<file path="src/rtl/spi_responder_if.sv">
// SPI pin and byte-stream bundle between the SPI master side and the responder.
interface spi_responder_if #(
    parameter int unsigned WIDTH = 8
);
    logic             sclk;
    logic             cs_n;
    logic             mosi;
    logic             miso;
    logic             miso_oe;
    logic [WIDTH-1:0] tx_data;
    logic             tx_valid;
    logic             tx_ready;
    logic [WIDTH-1:0] rx_data;
    logic             rx_valid;
    logic             underrun;
    logic             busy;

    modport slave (
        input  sclk, cs_n, mosi, tx_data, tx_valid,
        output miso, miso_oe, tx_ready, rx_data, rx_valid, underrun, busy
    );

    modport master (
        output sclk, cs_n, mosi, tx_data, tx_valid,
        input  miso, miso_oe, tx_ready, rx_data, rx_valid, underrun, busy
    );
endinterface

</file>
<file path="src/rtl/spi_responder.sv">
// SPI mode-0 responder: oversamples the master's pins on clk, shifts a local word out on
// miso MSB-first and delivers each received mosi word with a one-cycle strobe.
module spi_responder #(
    parameter int unsigned      WIDTH       = 8,
    parameter int unsigned      SYNC_STAGES = 2,
    parameter logic [WIDTH-1:0] FILL        = '1
) (
    input  logic           clk,
    input  logic           rst,
    spi_responder_if.slave bus
);
    localparam int unsigned CNT_W = (WIDTH > 2) ? $clog2(WIDTH) : 1;

    typedef enum logic {
        IDLE,
        ACTIVE
    } state_e;

    // Pin synchronizers; mosi uses the same depth as sclk so the two stay aligned.
    logic [SYNC_STAGES-1:0] sclk_sync_q, sclk_sync_d;
    logic [SYNC_STAGES-1:0] cs_sync_q,   cs_sync_d;
    logic [SYNC_STAGES-1:0] mosi_sync_q, mosi_sync_d;
    logic                   sclk_dly_q,  sclk_dly_d;
    logic                   cs_dly_q,    cs_dly_d;

    logic sclk_s, cs_s, mosi_s;
    logic sclk_rise, sclk_fall, cs_rise, cs_fall;

    state_e           state_q,    state_d;
    logic [WIDTH-1:0] tx_sh_q,    tx_sh_d;
    logic [WIDTH-1:0] rx_sh_q,    rx_sh_d;
    logic [CNT_W-1:0] cnt_q,      cnt_d;
    logic             reload_q,   reload_d;
    logic             armed_q,    armed_d;
    logic             miso_q,     miso_d;
    logic             miso_oe_q,  miso_oe_d;
    logic             tx_ready_q, tx_ready_d;
    logic [WIDTH-1:0] rx_data_q,  rx_data_d;
    logic             rx_valid_q, rx_valid_d;
    logic             underrun_q, underrun_d;
    logic             busy_q,     busy_d;

    logic             do_load;
    logic [WIDTH-1:0] load_word;
    logic [WIDTH-1:0] rx_word;

    always_comb begin
        sclk_sync_d = {sclk_sync_q[SYNC_STAGES-2:0], bus.sclk};
        cs_sync_d   = {cs_sync_q[SYNC_STAGES-2:0],   bus.cs_n};
        mosi_sync_d = {mosi_sync_q[SYNC_STAGES-2:0], bus.mosi};
        sclk_dly_d  = sclk_sync_q[SYNC_STAGES-1];
        cs_dly_d    = cs_sync_q[SYNC_STAGES-1];
    end

    assign sclk_s    = sclk_sync_q[SYNC_STAGES-1];
    assign cs_s      = cs_sync_q[SYNC_STAGES-1];
    assign mosi_s    = mosi_sync_q[SYNC_STAGES-1];
    assign sclk_rise = sclk_s & ~sclk_dly_q;
    assign sclk_fall = ~sclk_s & sclk_dly_q;
    assign cs_rise   = cs_s & ~cs_dly_q;
    assign cs_fall   = ~cs_s & cs_dly_q;

    assign load_word = bus.tx_valid ? bus.tx_data : FILL;
    assign rx_word   = {rx_sh_q[WIDTH-2:0], mosi_s};

    // Next-state and output logic. A deselect beats any sclk edge seen in the same cycle.
    always_comb begin
        state_d    = state_q;
        tx_sh_d    = tx_sh_q;
        rx_sh_d    = rx_sh_q;
        cnt_d      = cnt_q;
        reload_d   = reload_q;
        armed_d    = armed_q;
        miso_d     = miso_q;
        rx_data_d  = rx_data_q;
        tx_ready_d = 1'b0;
        rx_valid_d = 1'b0;
        underrun_d = 1'b0;
        do_load    = 1'b0;

        unique case (state_q)
            IDLE: begin
                miso_d   = 1'b0;
                cnt_d    = '0;
                rx_sh_d  = '0;
                reload_d = 1'b0;
                armed_d  = 1'b0;
                if (cs_fall) begin
                    do_load = 1'b1;
                    state_d = ACTIVE;
                end
            end
            ACTIVE: begin
                if (cs_rise) begin
                    state_d  = IDLE;
                    miso_d   = 1'b0;
                    cnt_d    = '0;
                    reload_d = 1'b0;
                    armed_d  = 1'b0;
                end else if (sclk_rise) begin
                    rx_sh_d = rx_word;
                    armed_d = 1'b1;
                    if (cnt_q == CNT_W'(WIDTH - 1)) begin
                        rx_data_d  = rx_word;
                        rx_valid_d = 1'b1;
                        cnt_d      = '0;
                        reload_d   = 1'b1;
                    end else begin
                        cnt_d = cnt_q + CNT_W'(1);
                    end
                end else if (sclk_fall && armed_q) begin
                    // Falls before the first rise (select taken with sclk high) are ignored.
                    if (reload_q) begin
                        do_load  = 1'b1;
                        reload_d = 1'b0;
                    end else begin
                        tx_sh_d = {tx_sh_q[WIDTH-2:0], 1'b0};
                        miso_d  = tx_sh_q[WIDTH-2];
                    end
                end
            end
            default: state_d = IDLE;
        endcase

        if (do_load) begin
            tx_sh_d    = load_word;
            miso_d     = load_word[WIDTH-1];
            tx_ready_d = bus.tx_valid;
            underrun_d = ~bus.tx_valid;
        end

        miso_oe_d = (state_d == ACTIVE);
        busy_d    = (state_d == ACTIVE);
    end

    always_ff @(posedge clk or posedge rst) begin
        if (rst) begin
            sclk_sync_q <= '0;
            cs_sync_q   <= '1;
            mosi_sync_q <= '0;
            sclk_dly_q  <= 1'b0;
            cs_dly_q    <= 1'b1;
            state_q     <= IDLE;
            tx_sh_q     <= '0;
            rx_sh_q     <= '0;
            cnt_q       <= '0;
            reload_q    <= 1'b0;
            armed_q     <= 1'b0;
            miso_q      <= 1'b0;
            miso_oe_q   <= 1'b0;
            tx_ready_q  <= 1'b0;
            rx_data_q   <= '0;
            rx_valid_q  <= 1'b0;
            underrun_q  <= 1'b0;
            busy_q      <= 1'b0;
        end else begin
            sclk_sync_q <= sclk_sync_d;
            cs_sync_q   <= cs_sync_d;
            mosi_sync_q <= mosi_sync_d;
            sclk_dly_q  <= sclk_dly_d;
            cs_dly_q    <= cs_dly_d;
            state_q     <= state_d;
            tx_sh_q     <= tx_sh_d;
            rx_sh_q     <= rx_sh_d;
            cnt_q       <= cnt_d;
            reload_q    <= reload_d;
            armed_q     <= armed_d;
            miso_q      <= miso_d;
            miso_oe_q   <= miso_oe_d;
            tx_ready_q  <= tx_ready_d;
            rx_data_q   <= rx_data_d;
            rx_valid_q  <= rx_valid_d;
            underrun_q  <= underrun_d;
            busy_q      <= busy_d;
        end
    end

    assign bus.miso     = miso_q;
    assign bus.miso_oe  = miso_oe_q;
    assign bus.tx_ready = tx_ready_q;
    assign bus.rx_data  = rx_data_q;
    assign bus.rx_valid = rx_valid_q;
    assign bus.underrun = underrun_q;
    assign bus.busy     = busy_q;
endmodule

</file>
<file path="src/flat_wrapper.sv">
// flat-port wrapper written by rule: the top's interface ports become plain ports
module spi_responder_flat 
#(
    parameter int unsigned      WIDTH       = 8,
    parameter int unsigned      SYNC_STAGES = 2,
    parameter logic [WIDTH-1:0] FILL        = '1
)
  (clk, rst, bus_sclk, bus_cs_n, bus_mosi, bus_tx_data, bus_tx_valid, bus_miso, bus_miso_oe, bus_tx_ready, bus_rx_data, bus_rx_valid, bus_underrun, bus_busy);
  spi_responder_if #(.WIDTH(WIDTH)) bus_i ();
  input  logic clk;
  input  logic rst;
  input wire logic [$bits(bus_i.sclk)-1:0] bus_sclk;
  input wire logic [$bits(bus_i.cs_n)-1:0] bus_cs_n;
  input wire logic [$bits(bus_i.mosi)-1:0] bus_mosi;
  input wire logic [$bits(bus_i.tx_data)-1:0] bus_tx_data;
  input wire logic [$bits(bus_i.tx_valid)-1:0] bus_tx_valid;
  output wire logic [$bits(bus_i.miso)-1:0] bus_miso;
  output wire logic [$bits(bus_i.miso_oe)-1:0] bus_miso_oe;
  output wire logic [$bits(bus_i.tx_ready)-1:0] bus_tx_ready;
  output wire logic [$bits(bus_i.rx_data)-1:0] bus_rx_data;
  output wire logic [$bits(bus_i.rx_valid)-1:0] bus_rx_valid;
  output wire logic [$bits(bus_i.underrun)-1:0] bus_underrun;
  output wire logic [$bits(bus_i.busy)-1:0] bus_busy;
  assign bus_i.sclk = bus_sclk;
  assign bus_i.cs_n = bus_cs_n;
  assign bus_i.mosi = bus_mosi;
  assign bus_i.tx_data = bus_tx_data;
  assign bus_i.tx_valid = bus_tx_valid;
  assign bus_miso = bus_i.miso;
  assign bus_miso_oe = bus_i.miso_oe;
  assign bus_tx_ready = bus_i.tx_ready;
  assign bus_rx_data = bus_i.rx_data;
  assign bus_rx_valid = bus_i.rx_valid;
  assign bus_underrun = bus_i.underrun;
  assign bus_busy = bus_i.busy;
  spi_responder #(.WIDTH(WIDTH), .SYNC_STAGES(SYNC_STAGES), .FILL(FILL)) u_core (.clk(clk), .rst(rst), .bus(bus_i));
endmodule
</file>
<file path="config.mk">
export PLATFORM = sky130hd
export DESIGN_NAME = spi_responder_flat
export DESIGN_NICKNAME = d
export VERILOG_FILES = /design/src/rtl/spi_responder_if.sv /design/src/rtl/spi_responder.sv /design/src/flat_wrapper.sv
export SDC_FILE = /design/constraint.sdc
export NUM_CORES = 1
export LEC_CHECK = 0
export ABC_AREA = 1
export CAP_MARGIN = 25
export CORE_MARGIN = 2
export CORE_UTILIZATION = 49
export CTS_BUF_LIST = sky130_fd_sc_hd__clkbuf_8
export CTS_CLUSTER_DIAMETER = 200
export CTS_CLUSTER_SIZE = 10
export DETAILED_ROUTE_END_ITERATION = 10
export PLACE_DENSITY = 0.84
export SLEW_MARGIN = 20
export SYNTH_ARGS = -nofsm -noshare
export SYNTH_HDL_FRONTEND = slang
export SYNTH_SLANG_ARGS = --single-unit
</file>
<file path="constraint.sdc">
create_clock -name clk -period 1.5 [get_ports clk]
set_clock_uncertainty 0.1 [all_clocks]
set_input_delay 0.225 -clock clk [delete_from_list [all_inputs] [get_ports clk]]
set_output_delay 0.225 -clock clk [all_outputs]
set_load 0.005 [all_outputs]
</file>
==> flow_summary.ini <==
[cells_and_area]
drive_gt1_share_pct = 25.8
final_cell_mix = nand2_1, dfrtp_1, clkdlybuf4s50_1, buf_4
fin_nets = 255
antennaDiodeCount = 0
mostFrequentLayoutCell = nand2_1
n_fill_cell = 252
instances_no_fill = 286
syn2layout_area_growth_pct = 36.8

[clock_tree]
clock_latency_ps = 290
root_buffer = clkbuf_8
cts_buffers = 5
cts_tree = yes
postCtsHoldBufs = 0
htree_num_levels = 2
cts_buffer_depth = 2
clock_sinks = 40
cts.clk_slew.worst_paths_ps = 70

[timing]
fin_ws_ps = -33.4
slew_violations = 0
fmax_ghz = 0.652
max-slew-margin-rel_pct = 73.6
max_slew.worst_pin.slew_ps = 394
setup_violations = 19
hold_violations = 0
min_period_over_period_pct = 102
rsz0062_at_grt = true
min_period_ps = 1530

[die]
rows = 21
num_io_pins = 28
fp.dieArea_um2 = 4020
dieWidth_um = 63.4
core-area_um2 = 3360
initial_core_util_pct = 51.4
die_h_um = 63.4

[worst_setup_path]
crit_family = flip-flops
crit_chain = inv_2, a21oi_4, buf_6, nand2_8, buf_4, o31ai_4
crit_path_max_fanout = 6
endpoint_kind = flop
required_ps = 1610
crit_path_top_delay_cell = dfstp_2
arrival_ps = 1650
crit_buf_inv = 3
max_stage_delay_ps = 530
cp-start-kind = flop
crit_type = flop to flop

[detailed_routing]
drc = 0
via_count = 1436
drtIter0Drc = 84
drt-total-wl_um = 3460
firstDrtPassIters = 4
vias_per_cell = 5.02
routedWlPerCell_um = 12.1
postRouteAntennaNets = 0

[synthesis]
synth_top_area_share_pct = 53.5
syn_area_um2 = 1730
seq_area_frac_synth_pct = 58.1
synthCells = 183
synthTopCellsByArea = dfrtp_1, nand2_1, dfstp_2
synth_nets = 199
postSynthAreaPerCell_um2 = 9.45
synth.ff_latch_count = 40
ys_warn_count = 0
synth_cell_types = 24
yosysTopAreaCell = dfrtp_1

[grt]
grt_use_total_pct = 18.1
grt_pass1_vias = 1281
grt_max_degree = 29
antenna_found_initial = 0
grt_pass1_wl_um = 5620
globalRouteOverflowTotal = 0

[pwr]
power.total_w = 0.00250
worst_ir_drop_vdd_mv = 0.959
power_density_nw_per_um2 = 1060
p_leak_nw = 1.21

[placed_design]
place_congestion = 0.777
dp_slack_ps = -48.2
portBuffers = 27
hpwl_um = 2250
dp_cells = 266

[min_path]
hp-class = input port to async pin

[run]
cap_violations = 0

[status]
violations = negative setup slack
status = finished with violations
## report_power, final
| group | internal (W) | switching [W] |
|---|---|---|
| logic | 0.000242 | 0.000267 |
| clock network | 0.000366 | 0.000364 |
| registers | 0.00120 | 0.0000679 |
## stage by stage
step                hold WS [ps]  cell area (um2)  utilization, %  setup TNS [ps]
floorplan                    129             1730               -               0
global placement             232             2130            63.3           -28.5
detailed placement           243             2130            63.3            -335
CTS                          148             2250            66.9            -249
global route                 178             2370            70.3           -2130
finish                       138             2370            70.3            -280
## routing by layer
metal / share of wire, % / GRT usage [%] / wire (um) / vias to the layer above
met1: 45 / 23.9 / 1560 / 691
li1: - / - / - / 699
met3: 5.4 / 6.07 / 186 / 8
met2: 47 / 27.8 / 1630 / 38
met5: 0 / 0 / 0 / -
met4: 2.0 / 6.79 / 70 / 0
## synthesized netlist by cell type (all sizes together)
master / n
o21ai: 12
dfrtp: 37
dfstp: 3
inv: 18
or2: 7
o22ai: 5
ha: 2
buf: 2
o31ai: 1
clkinv: 1
a21oi: 2
nand4: 1
nor2: 10
nand2: 66
nand3: 16
## final timing paths
kind                                                       from                               to  slack, ps  depth (start not counted)
worst max-delay path                  u_core.cs_dly_q$_DFF_PP1_      u_core.cnt_q[0]$_DFFE_PP0P_        -30                          6
worst min-delay path                                        rst  u_core.mosi_sync_q[0]$_DFF_PP0_        140                          3
worst max register to register        u_core.cs_dly_q$_DFF_PP1_      u_core.cnt_q[0]$_DFFE_PP0P_        -30                          6
worst min register to register  u_core.sclk_sync_q[0]$_DFF_PP0_  u_core.sclk_sync_q[1]$_DFF_PP0_        260                          0
max in group asynchronous                                   rst    u_core.rx_sh_q[3]$_DFFE_PP0P_        830                          3
min in group clk                                       bus_cs_n    u_core.cs_sync_q[0]$_DFF_PP1_        240                          1
## sequential cells by signal (all words and copies together) (netlist names), 2 cells and up
register and cells:
u_core.bus.rx_data 8, u_core.rx_sh_q 7, u_core.tx_sh_q 7, u_core.cnt_q 3, u_core.cs_sync_q 2, u_core.mosi_sync_q 2
u_core.sclk_sync_q 2
## layout make-up
class	count	area [um2]	share of cell area, %
Clock buffer	6	82.6	3.49
Timing Repair inverter	1	5.00	0.212
Multi-Input combinational cell	124	688	29.1
Sequential cell	40	1000	42.5
Timing Repair Buffer	48	434	18.4
Clock inverter	2	11.3	0.476
Tap cell	46	57.6	2.43
Inverter	19	82.6	3.49
## timing repair
item	CTS	global route
endpoints found under the setup margin	19	32
setup buffers	2	7
pin swaps	3	8
resized for setup	7	13
cloned	1	2
## logic make-up after synthesis
family | share of synthesized area (%)
DFF | 58.1
AOI/OAI and AO/OA | 7.74
adders and majority gates | 1.45
and+or+nand+nor | 27.2
buffers and inverters | 5.50
## tightest hold or removal path, cell delays in order
cell and delay, ps:
clkdlybuf4s50_1 390, inv_1 70, buf_4 200
(Power assumes the default switching activity.)
